## src/rtl/bitop_pkg.sv

```systemverilog
// Shared encodings and per-bit helper functions for the bitwise logic unit.
// Functions work on single bits so they serve any operand width.
package bitop_pkg;

  localparam logic [2:0] OP_AND  = 3'd0;
  localparam logic [2:0] OP_OR   = 3'd1;
  localparam logic [2:0] OP_XOR  = 3'd2;
  localparam logic [2:0] OP_NAND = 3'd3;
  localparam logic [2:0] OP_NOR  = 3'd4;
  localparam logic [2:0] OP_XNOR = 3'd5;
  localparam logic [2:0] OP_ANDN = 3'd6;
  localparam logic [2:0] OP_ORN  = 3'd7;

  typedef enum logic {
    ST_IDLE  = 1'b0,
    ST_ACCUM = 1'b1
  } state_e;

  function automatic logic bitop_f(input logic [2:0] op, input logic x, input logic y);
    case (op)
      OP_AND:  return x & y;
      OP_OR:   return x | y;
      OP_XOR:  return x ^ y;
      OP_NAND: return ~(x & y);
      OP_NOR:  return ~(x | y);
      OP_XNOR: return ~(x ^ y);
      OP_ANDN: return x & ~y;
      OP_ORN:  return x | ~y;
      default: return 1'b0;
    endcase
  endfunction

  // Burst fold operator: the "family" of the burst op decides AND, OR or XOR.
  function automatic logic bitop_combine(input logic [2:0] op, input logic a, input logic b);
    case (op)
      OP_AND, OP_NAND, OP_ANDN: return a & b;
      OP_OR,  OP_NOR,  OP_ORN:  return a | b;
      default:                  return a ^ b;
    endcase
  endfunction

endpackage

```

## src/rtl/bitop_core.sv

```systemverilog
// Combinational WIDTH-bit evaluation of f(x,y) for the selected operation.
module bitop_core
  import bitop_pkg::*;
#(
  parameter int WIDTH = 8
) (
  input  logic [2:0]       op_i,
  input  logic [WIDTH-1:0] x_i,
  input  logic [WIDTH-1:0] y_i,
  output logic [WIDTH-1:0] f_o
);

  for (genvar i = 0; i < WIDTH; i++) begin : g_bit
    assign f_o[i] = bitop_f(op_i, x_i[i], y_i[i]);
  end

endmodule

```

## src/rtl/bitop_unit.sv

```systemverilog
// Registered bitwise logic unit with valid/ready on both sides and a
// burst-accumulate mode that folds several operand pairs into one result.
module bitop_unit
  import bitop_pkg::*;
#(
  parameter int WIDTH = 8
) (
  input  logic             clk,
  input  logic             rst_n,
  input  logic             in_valid,
  output logic             in_ready,
  input  logic [WIDTH-1:0] x,
  input  logic [WIDTH-1:0] y,
  input  logic [2:0]       op,
  input  logic             acc_en,
  input  logic             in_last,
  output logic             out_valid,
  input  logic             out_ready,
  output logic [WIDTH-1:0] out,
  output logic             out_zero,
  output logic             out_acc
);

  state_e           state_q, state_d;
  logic [WIDTH-1:0] acc_q, acc_d;
  logic [2:0]       acc_op_q, acc_op_d;
  logic [WIDTH-1:0] out_q, out_d;
  logic             out_valid_q, out_valid_d;
  logic             out_zero_q, out_zero_d;
  logic             out_acc_q, out_acc_d;

  logic [2:0]       core_op;
  logic [WIDTH-1:0] f_w;
  logic [WIDTH-1:0] comb_w;
  logic [WIDTH-1:0] load_val;
  logic             accept;
  logic             load;
  logic             load_acc;

  assign in_ready = !out_valid_q || out_ready;
  assign accept   = in_valid && in_ready;

  // Inside a burst the latched op drives the core, not the live op input.
  assign core_op = (state_q == ST_ACCUM) ? acc_op_q : op;

  bitop_core #(.WIDTH(WIDTH)) u_core (
    .op_i (core_op),
    .x_i  (x),
    .y_i  (y),
    .f_o  (f_w)
  );

  always_comb begin
    // NOTE: every combinational output gets a default first so no path infers a latch.
    state_d  = state_q;
    acc_d    = acc_q;
    acc_op_d = acc_op_q;
    load     = 1'b0;
    load_acc = 1'b0;
    load_val = f_w;
    for (int i = 0; i < WIDTH; i++) begin
      comb_w[i] = bitop_combine(acc_op_q, acc_q[i], f_w[i]);
    end

    case (state_q)
      ST_IDLE: begin
        if (accept) begin
          if (!acc_en) begin
            load = 1'b1;
          end else if (in_last) begin
            load     = 1'b1;
            load_acc = 1'b1;
          end else begin
            acc_d    = f_w;
            acc_op_d = op;
            state_d  = ST_ACCUM;
          end
        end
      end
      ST_ACCUM: begin
        if (accept) begin
          if (in_last) begin
            load     = 1'b1;
            load_acc = 1'b1;
            load_val = comb_w;
            state_d  = ST_IDLE;
          end else begin
            acc_d = comb_w;
          end
        end
      end
      default: state_d = ST_IDLE;
    endcase

    out_d       = out_q;
    out_zero_d  = out_zero_q;
    out_acc_d   = out_acc_q;
    out_valid_d = out_valid_q && !out_ready;
    if (load) begin
      out_d       = load_val;
      out_zero_d  = (load_val == '0);
      out_acc_d   = load_acc;
      out_valid_d = 1'b1;
    end
  end

  // NOTE: state registers use non-blocking assignments so all flops update together.
  always_ff @(posedge clk or negedge rst_n) begin
    if (!rst_n) begin
      state_q     <= ST_IDLE;
      acc_q       <= '0;
      acc_op_q    <= OP_AND;
      out_q       <= '0;
      out_valid_q <= 1'b0;
      out_zero_q  <= 1'b1;
      out_acc_q   <= 1'b0;
    end else begin
      state_q     <= state_d;
      acc_q       <= acc_d;
      acc_op_q    <= acc_op_d;
      out_q       <= out_d;
      out_valid_q <= out_valid_d;
      out_zero_q  <= out_zero_d;
      out_acc_q   <= out_acc_d;
    end
  end

  assign out_valid = out_valid_q;
  assign out       = out_q;
  assign out_zero  = out_zero_q;
  assign out_acc   = out_acc_q;

endmodule

```

## config.mk

```make
export PLATFORM = sky130hd
export DESIGN_NAME = bitop_unit
export DESIGN_NICKNAME = d
export VERILOG_FILES = /design/src/rtl/bitop_pkg.sv /design/src/rtl/bitop_core.sv /design/src/rtl/bitop_unit.sv
export SDC_FILE = /design/constraint.sdc
export NUM_CORES = 1
export LEC_CHECK = 0
export ABC_AREA = 1
export CAP_MARGIN = 0
export CORE_ASPECT_RATIO = 0.5
export CORE_MARGIN = 4
export CORE_UTILIZATION = 61
export DETAILED_ROUTE_END_ITERATION = 10
export PLACE_DENSITY = 0.95
export SYNTH_ARGS = -nofsm -noshare
export SYNTH_HDL_FRONTEND = slang
export SYNTH_SLANG_ARGS = --single-unit
```

## constraint.sdc

```tcl
create_clock -name clk -period 3.3 [get_ports clk]
set_clock_uncertainty 0.1 [all_clocks]
set_input_delay 0.825 -clock clk [delete_from_list [all_inputs] [get_ports clk]]
set_output_delay 0.825 -clock clk [all_outputs]
set_load 0.005 [all_outputs]
```

==> results of run 1 <==
-- cell families after synthesis --
family	count (synthesis)
AND/OR/NAND/NOR	226
buffers and inverters	110
adder cells (fa/ha/maj)	48
AO/OA/AOI/OAI	42
flip-flops	23
-- placed cells by master, fill, tap and decap left out, types with 6 or more instances in the layout --
| master | count |
|---|---|
| inv_1 | 90 |
| o21ai_0 | 27 |
| dlymetal6s2s_1 | 7 |
| nor2_1 | 31 |
| nand2_2 | 6 |
| nor2_2 | 8 |
| nand3_1 | 24 |
| nand2_1 | 104 |
| nand4_1 | 40 |
| clkdlybuf4s50_1 | 29 |
| buf_4 | 25 |
| ha_1 | 48 |
| dfrtp_1 | 22 |
-- stage by stage --
step / hold WS [ns] / total power [uW] / std cells / worst slack, ns
6_report: 0.389 / 2090 / 568 / 0.124
5_1_grt: 0.427 / 2260 / 568 / -0.00254
4_1_cts: 0.394 / 1930 / 563 / 0.0914
3_5_place_dp: 0.370 / 1730 / 559 / -0.0958
3_3_place_gp: 0.365 / 1680 / 559 / 0.000969
2_1_floorplan: 0.357 / 1300 / 449 / 0.737
-- worst min-delay path by stage --
stage	endpoint	cells past startpoint	slack (ns)
floorplan	out_zero$_DFFE_PN1P_	2	0.36
global placement	out[5]$_DFFE_PN0P_	2	0.37
detailed placement	out_zero$_DFFE_PN1P_	2	0.37
CTS	out[5]$_DFFE_PN0P_	2	0.39
global route	out_zero$_DFFE_PN1P_	2	0.43
finish	out[0]$_DFFE_PN0P_	2	0.39
-- tightest hold or removal path, stage by stage (launching register included) --
cell	delay, ns
dfrtp_1	0.35
nand2_1	0.05
o21ai_0	0.05
-- cell type report --
class / instances / area share
well taps: 66 / 0.0228
flip-flops and latches: 23 / 0.159
clock buffers: 3 / 0.0114
repair buffers: 65 / 0.171
inverters: 94 / 0.0987
clock inverters: 1 / 0.00138
multi-input cells: 316 / 0.536
-- power breakdown --
| part | switching (uW) | internal [uW] |
|---|---|---|
| sequential | 81.1 | 395 |
| combinational | 863 | 565 |
| clock | 102 | 84.7 |
-- per-layer routing --
layer | global-route usage | vias to the layer above | part of all wire
met5 | 0 | - | 0
met4 | 0.0627 | 0 | 0.015
met3 | 0.0218 | 19 | 0.13
met2 | 0.412 | 235 | 0.45
met1 | 0.345 | 1429 | 0.41
li1 | - | 1521 | -
-- flip-flops by register name (all words and copies together) (netlist names) --
name,cells
acc_op_q,3
acc_q,8
out,8
out_acc,1
out_valid,1
out_zero,1
state_q,1
-- timing repair --
action,CTS,global route
resized for setup,0,32
endpoints found under the setup margin,0,2
buffers inserted,0,5
hold endpoints to repair,0,0
==> results_dict.tcl, run 1 <==
set metrics [dict create \
    outcome "finished, final reports clean" \
    rr_worst_depth 23 \
    grt_pass1_wl_mm 12.4 \
    synthMuxAreaShare 0 \
    cap_violations 0 \
    grt_use_total 0.247 \
    cp_max_fo 3 \
    final.setup.tns_ns 0 \
    clockBufferDepth 2 \
    routed_wl_mm 7.86 \
    synthAdderAreaFrac 0.207 \
    synth_edf_count 0 \
    yosysSeqAreaShare 0.199 \
    synth_common_cells "nand2_1 (110), inv_1 (92), ha_1 (48)" \
    multi_input_area_um2 1940 \
    grt_pass1_vias 2790 \
    grt_max_degree 24 \
    die_area_um2 5990 \
    viasPerCell 5.64 \
    regToRegSetupSlack_ns 0.47 \
    place_congestion 1.03 \
    setup_viol 0 \
    cts_tree "done" \
    rows 17 \
    postLayoutCoreUtil 0.808 \
    worstReg2RegEnd "out_zero$_DFFE_PN1P_" \
    final_area_um2 3620 \
    final_antenna_net_count 0 \
    hold_viol 0 \
    insertedDiodeCount 0 \
    period_share 0.962 \
    cts_buffers 3 \
    synth-main-ff-cell "dfrtp_1" \
    netlist_area_um2 2900 \
    dr.pass1.iters 5 \
    crit_top_cell "nand2_1" \
    synth_simple_gate_area_share 0.360 \
    worst_pin_slew_ns 0.452 \
    period_needed_ns 3.18 \
    synth_cell_types 23 \
    postCtsHoldBufs 0 \
    synth_top_area_share 0.207 \
    ir_drop_uv 276 \
    crit_path_end "out_zero$_DFFE_PN1P_" \
    synth_area_leader_cell "ha_1" \
    drc 0 \
    drive_gt1_frac 0.135 \
    slew_headroom 0.697 \
    fillers 289 \
    syn_to_final_growth_pct 24.9 \
    crit_chain "clkdlybuf4s50_1 -> inv_1 -> ha_1 -> inv_1 -> o21ai_0 -> nor2_1 -> nand2_1 -> nor2_2 -> inv_1 -> ha_1 -> nand2_1 -> o21ai_0 -> inv_1 -> nand3_1 -> nand2_1 -> nand2_1 -> nor2_1 -> nand2_1 -> nand2_1" \
    synthCells 449 \
    cp.arrival_ns 3.30 \
    worst_path_dominant_cell_family "simple AND/OR/NAND/NOR gates" \
    slew_viol_final 0 \
    hold_class "flip-flop to flip-flop" \
    drtIter0Drc 265 \
    clk_transition_reported_paths_ns 0.09 \
    die_h_um 56.8 \
    hpwl_mm 5.56 \
    cts.sinks 23 \
    placed_area_um2 3440 \
    place.port_buffers 36 \
    async_flop_share 1.00 \
    p_leak_uw 0.00208 \
    cp_num_cells 19 \
    synth.net_count 522 \
    avgSynthCellArea_um2 6.46 \
    yosysMostFrequentCell "nand2_1" \
    synth_compound_area_frac 0.0798 \
    synth_top_family_by_area "simple AND/OR/NAND/NOR gates" \
    startpoint "y[2]" \
    slowest_delay_ns 0.50 \
    grt_remaining_overflow 0 \
    path_buf_inv 5 \
    synth.ff_latch_count 23 \
    r2r_start "state_q$_DFF_PN0_" \
    hp-start "out[0]$_DFFE_PN0P_" \
    critPathKind "input port to flip-flop" \
    cts_root_buf "clkbuf_8" \
    core_area_um2 4490 \
    die_w_um 106 \
    worst_setup_path_start_kind "input port" \
    clock_latency_ns 0.28 \
    synthTopCellsByArea "ha_1 (21%), dfrtp_1 (19%), nand2_1 (14%)" \
    start_util 0.647 \
    h-tree-depth 1 \
    final_nets 576 \
    critical_path_required_ns 3.42 \
    ys_warn_count 0 \
    cellPowerDensity_nw_per_um2 577 \
    wl_per_cell_um 13.8 \
    antenna_found_initial 0 \
    seqCellArea_um2 577 \
    synth_xor_area_frac 0 \
    clock.fmax_mhz 315 \
    crit_slowest_cell "clkdlybuf4s50_1" \
    end_kind "flip-flop" \
    ios 37 \
    num_vias 3204 \
]
Power figures use the tool's default switching activity.
==> inputs of run 2 (changes only) <==
REMOVE_ABC_BUFFERS = 1   (was default)
==> run 2 against run 1 <==
Net effect: worst hold slack got worse by 0.0054 ns; first-iteration DRC count shrank 16%; sequential share of layout area rose by 0.72 points; critical path depth did not move; combinational power shrank 9.8%; power decreased by 7.2%; setup slack better by 0.069 ns; critical endpoint unchanged; largest power group unchanged; highest routed layer unchanged.
==> results_dict.tcl, run 2 (synthesized netlist as in run 1, its figures left out) <==
set metrics [dict create \
    postCtsHoldBufs 0 \
    drive_gt1_frac 0.0976 \
    swShare 0.494 \
    grt_max_degree 24 \
    critical_path_required_ns 3.42 \
    slew_viol_final 0 \
    antenna_found_initial 0 \
    final_antenna_net_count 0 \
    clkPwrFrac 0.091 \
    power.sequential.fraction 0.244 \
    outcome "finished, final reports clean" \
    clock.fmax_mhz 322 \
    cp_max_fo 3 \
    die_h_um 56.8 \
    place_congestion 0.871 \
    rr_worst_depth 21 \
    internal_power_uw 980 \
    rows 17 \
    viasPerCell 5.41 \
    worst_setup_path_start_kind "input port" \
    period_share 0.942 \
    cellPowerDensity_nw_per_um2 559 \
    cts.sinks 23 \
    switchingPower_uw 959 \
    cts_root_buf "clkbuf_8" \
    final_common_cell "nand2_1" \
    p_leak_uw 0.00196 \
    p_total_uw 1940 \
    cts_setup_buffers 0 \
    period_needed_ns 3.11 \
    ir_drop_uv 293 \
    placed_area_um2 3410 \
    cap_violations 0 \
    cts_resized 0 \
    grt_remaining_overflow 0 \
    clockBufferDepth 2 \
    final.setup.tns_ns 0 \
    core_area_um2 4490 \
    die_area_um2 5990 \
    r2r_start "state_q$_DFF_PN0_" \
    end_kind "flip-flop" \
    cts_tree "done" \
    ios 37 \
    die_w_um 106 \
    grt_use_total 0.237 \
    holdPathEnd "out_zero$_DFFE_PN1P_" \
    start_util 0.647 \
    grt_pass1_vias 2722 \
    cts_buffers 3 \
    final_area_um2 3470 \
    worstReg2RegEnd "out_zero$_DFFE_PN1P_" \
    hpwl_mm 5.42 \
    num_vias 3020 \
    hold_class "flip-flop to flip-flop" \
    h-tree-depth 1 \
    hold_viol 0 \
    dr.pass1.iters 6 \
    worst_pin_slew_ns 0.453 \
    grt_pass1_wl_mm 11.9 \
    setup_viol 0 \
    place.port_buffers 36 \
    combPwrFrac 0.665 \
    critPathKind "input port to flip-flop" \
    drc 0 \
    slew_headroom 0.697 \
    drtIter0Drc 223 \
    cp.arrival_ns 3.22 \
    hp-start "out_zero$_DFFE_PN1P_" \
    routed_wl_mm 7.11 \
    final_cell_mix "nand2_1 (109), inv_1 (91), ha_1 (48)" \
    min_path_cells 2 \
    rsz0062_at_grt "no" \
    clk_transition_reported_paths_ns 0.09 \
    wl_per_cell_um 12.7 \
    insertedDiodeCount 0 \
    clock_latency_ns 0.27 \
    syn_to_final_growth_pct 19.5 \
    final_nets 566 \
    regToRegSetupSlack_ns 0.58 \
]
-- run 2: cell types whose count changed in the layout (fill, tap and decap cells not counted), moves of 2 or more --
cell,previous run,this run
nand2_2,6,4
dlymetal6s2s_1,7,1
nand2_4,5,2
a21oi_1,5,7
buf_4,25,18
a21oi_2,3,1
clkdlybuf4s50_1,29,35
buf_6,3,0
nor2_4,3,1
nand2_1,104,109
-- run 2: worst max-delay path by stage --
stage                     startpoint              endpoint  slack [ns]  cells past startpoint
final                           x[4]  out_zero$_DFFE_PN1P_        0.19                     19
after global routing           op[1]  out_zero$_DFFE_PN1P_       0.009                     20
after CTS                       y[1]  out_zero$_DFFE_PN1P_        0.21                     22
after detailed placement        y[1]  out_zero$_DFFE_PN1P_       -0.07                     22
after global placement         op[2]  out_zero$_DFFE_PN1P_        0.06                     22
after floorplan                op[2]  out_zero$_DFFE_PN1P_        0.51                     20
-- run 2: area by class of cell --
cell class	instances	area, um^2
clock inverter	1	5.00
tap	66	82.6
clock buffer	3	41.3
timing repair buffer	55	518
inverter	94	355
fill	330	1020
multi-input combinational	316	1890
sequential	23	577
-- run 2: per-layer routing --
metal,vias to the layer above,GRT usage,part of all wire
met5,-,0,0
met4,0,0.0609,0.014
met3,14,0.0253,0.089
met2,154,0.402,0.46
met1,1346,0.325,0.43
li1,1506,-,-
-- run 2: worst max-delay path: stages --
cell,delay (ns)
clkdlybuf4s50_1,0.52
inv_1,0.08
ha_1,0.31
nand4_1,0.09
o21ai_0,0.08
nor2_1,0.13
nand2_1,0.08
nor2_2,0.14
inv_1,0.06
ha_1,0.18
nand2_1,0.08
o21ai_0,0.10
inv_1,0.10
nand3_1,0.07
nand2_1,0.09
nand2_1,0.06
nor2_1,0.11
nand2_1,0.07
nand2_1,0.06
-- run 2: power groups by stage --
stage,sequential [uW],combinational [uW],clock (uW)
global route,488,1450,189
finish,473,1290,177
CTS,472,1260,180
floorplan,473,787,0
global placement,469,1200,0
detailed placement,475,1240,0
-- run 2: stage by stage --
stage               std cells   util  setup slack (ns)  hold WS, ns
finish                    558  0.773             0.193        0.384
global route              558  0.773           0.00863        0.398
CTS                       558  0.769             0.206        0.387
detailed placement        554  0.759           -0.0716        0.372
global placement          554  0.759            0.0570        0.364
floorplan                 433      -             0.513        0.357
==> inputs of run 3 (changes only) <==
CORE_ASPECT_RATIO = 1.5   (was 0.5)
CORE_UTILIZATION = 57   (was 61)
CTS_CLUSTER_DIAMETER = 30   (was default)
PLACE_DENSITY = 0.92   (was 0.95)
clock period = 3.5 ns   (was 3.3 ns; I/O delays follow)
==> run 3 against run 2 <==
Net effect: final cell count shrank 1.8%; flip-flop and latch count is the same; worst hold slack lost 0.0097 ns; critical path depth grew 2; global-route usage shrank 1.5 points; sequential share of layout area grew 0.47 points; critical path type unchanged; critical endpoint unchanged; clock-buffer cell count is the same; routed wire length shrank 4.7%; core utilization shrank 8.3 points.
==> results_dict.tcl, run 3 (synthesized netlist as in run 1, its figures left out) <==
set metrics [dict create \
    outcome "finished, final reports clean" \
    end_kind "flip-flop" \
    hold_viol 0 \
    h-tree-depth 1 \
    internal_power_uw 889 \
    period_needed_ns 3.26 \
    ir_drop_uv 194 \
    routed_wl_mm 6.78 \
    period_share 0.930 \
    postLayoutCoreUtil 0.690 \
    slew_viol_final 0 \
    wl_per_cell_um 12.4 \
    hpwl_mm 5.31 \
    clock.fmax_mhz 307 \
    rows 31 \
    viasPerCell 5.40 \
    clkPwrFrac 0.095 \
    swShare 0.498 \
    die_area_um2 6320 \
    hp-start "out_zero$_DFFE_PN1P_" \
    final_common_cell "nand2_1" \
    cts.sinks 23 \
    clock_latency_ns 0.27 \
    grt_max_degree 24 \
    setup_viol 0 \
    min_path_cells 2 \
    core_area_um2 4890 \
    syn_to_final_growth_pct 16.3 \
    place.port_buffers 36 \
    cp_max_fo 12 \
    final_cell_mix "nand2_1 (109), inv_1 (92), ha_1 (48)" \
    cts_buffers 3 \
    drive_gt1_frac 0.0747 \
    drtIter0Drc 159 \
    die_h_um 95.4 \
    crit_chain "clkdlybuf4s50_1 -> nand2_1 -> nand2_2 -> inv_2 -> buf_4 -> nand4_1 -> o21ai_0 -> nor2_1 -> nand2_1 -> nor2_2 -> inv_1 -> ha_1 -> inv_1 -> o22ai_1 -> inv_1 -> nand3_1 -> nand2_1 -> nand2_1 -> nor2_1 -> nand2_1 -> nand2_1" \
    worst_setup_path_start_kind "input port" \
    hold_class "flip-flop to flip-flop" \
    place_congestion 0.900 \
    slowest_delay_ns 0.51 \
    critPathKind "input port to flip-flop" \
    switchingPower_uw 881 \
    num_vias 2960 \
    slew_headroom 0.694 \
    regToRegSetupSlack_ns 0.66 \
    r2r_start "state_q$_DFF_PN0_" \
    cap_violations 0 \
    critical_path_required_ns 3.61 \
    crit_top_cell "nand2_1" \
    clk_transition_reported_paths_ns 0.08 \
    path_buf_inv 6 \
    worst_pin_slew_ns 0.458 \
    dr.pass1.iters 5 \
    grt_pass1_vias 2795 \
    combPwrFrac 0.654 \
    crit_slowest_cell "clkdlybuf4s50_1" \
    die_w_um 66.3 \
    grt_use_total 0.222 \
    grt_remaining_overflow 0 \
    grt_pass1_wl_mm 11.4 \
    rsz0062_at_grt "no" \
    cellPowerDensity_nw_per_um2 525 \
    cts_tree "done" \
    final_nets 556 \
    cp.arrival_ns 3.37 \
    power.sequential.fraction 0.251 \
    holdPathEnd "out_zero$_DFFE_PN1P_" \
    clockBufferDepth 2 \
    final.setup.tns_ns 0 \
    cts_root_buf "clkbuf_8" \
    worst_path_dominant_cell_family "simple AND/OR/NAND/NOR gates" \
    insertedDiodeCount 0 \
    start_util 0.594 \
    final_antenna_net_count 0 \
    antenna_found_initial 0 \
    ios 37 \
    drc 0 \
    p_leak_uw 0.00190 \
    worstReg2RegEnd "out_zero$_DFFE_PN1P_" \
    rr_worst_depth 20 \
]
## run 3: cell types whose count changed in the layout (fill, tap and decap cells not counted)
cell,before,now
inv_1,91,92
clkdlybuf4s50_1,35,36
inv_2,2,1
nor2_2,9,8
nor2_1,32,34
nand3_2,3,4
dlymetal6s2s_1,1,0
nand3_1,25,24
buf_4,18,9
buf_12,1,0
nor2_4,1,0
## run 3: stage by stage
step / total power (uW) / hold slack [ns] / worst slack (ns) / std cells / instance area, um^2
5_1_grt: 1940 / 0.401 / 0.00951 / 548 / 3370
3_5_place_dp: 1570 / 0.364 / 0.0325 / 544 / 3320
3_3_place_gp: 1510 / 0.362 / 0.129 / 544 / 3320
6_report: 1770 / 0.374 / 0.244 / 548 / 3370
4_1_cts: 1750 / 0.378 / 0.248 / 548 / 3370
2_1_floorplan: 1190 / 0.357 / 0.663 / 433 / 2810
## run 3: area by class of cell
type / count / area (um^2)
well taps: 66 / 82.6
multi-input cells: 316 / 1880
fillers: 442 / 1510
inverters: 94 / 355
clock inverters: 1 / 5.00
clock buffers: 3 / 41.3
flip-flops and latches: 23 / 577
repair buffers: 45 / 428
## run 3: power groups by stage
stage                     clock [uW]  sequential, uW  combinational, uW
after floorplan                    0             446                742
after global placement             0             439               1070
after detailed placement           0             450               1120
after CTS                        166             445               1140
after global routing             179             458               1300
final                            168             444               1160
## run 3: worst min-delay path, cell delays in order (launching register included)
cell	delay, ns
dfstp_2	0.37
nand2_1	0.05
nand2_1	0.05
## run 3: worst max-delay path by stage
stage	from	endpoint	cells after the start
2_1_floorplan	op[2]	out_zero$_DFFE_PN1P_	20
3_3_place_gp	op[1]	out_zero$_DFFE_PN1P_	20
3_5_place_dp	op[1]	out_zero$_DFFE_PN1P_	20
4_1_cts	op[1]	out_zero$_DFFE_PN1P_	20
5_1_grt	op[1]	out_zero$_DFFE_PN1P_	22
6_report	op[2]	out_zero$_DFFE_PN1P_	21
## run 3: routing by layer
metal / wire length (um) / part of all wire / GRT usage / up-vias
met5: 0 / 0 / 0 / -
met4: 192 / 0.028 / 0.102 / 0
met3: 290 / 0.043 / 0.0224 / 23
met2: 3620 / 0.53 / 0.434 / 107
met1: 2670 / 0.39 / 0.229 / 1345
li1: - / - / - / 1485
## run 3: what timing repair did
action	4_1_cts	5_1_grt
hold buffers	0	0
gates resized for setup	0	2
setup endpoints to repair	0	1
buffers inserted	0	0
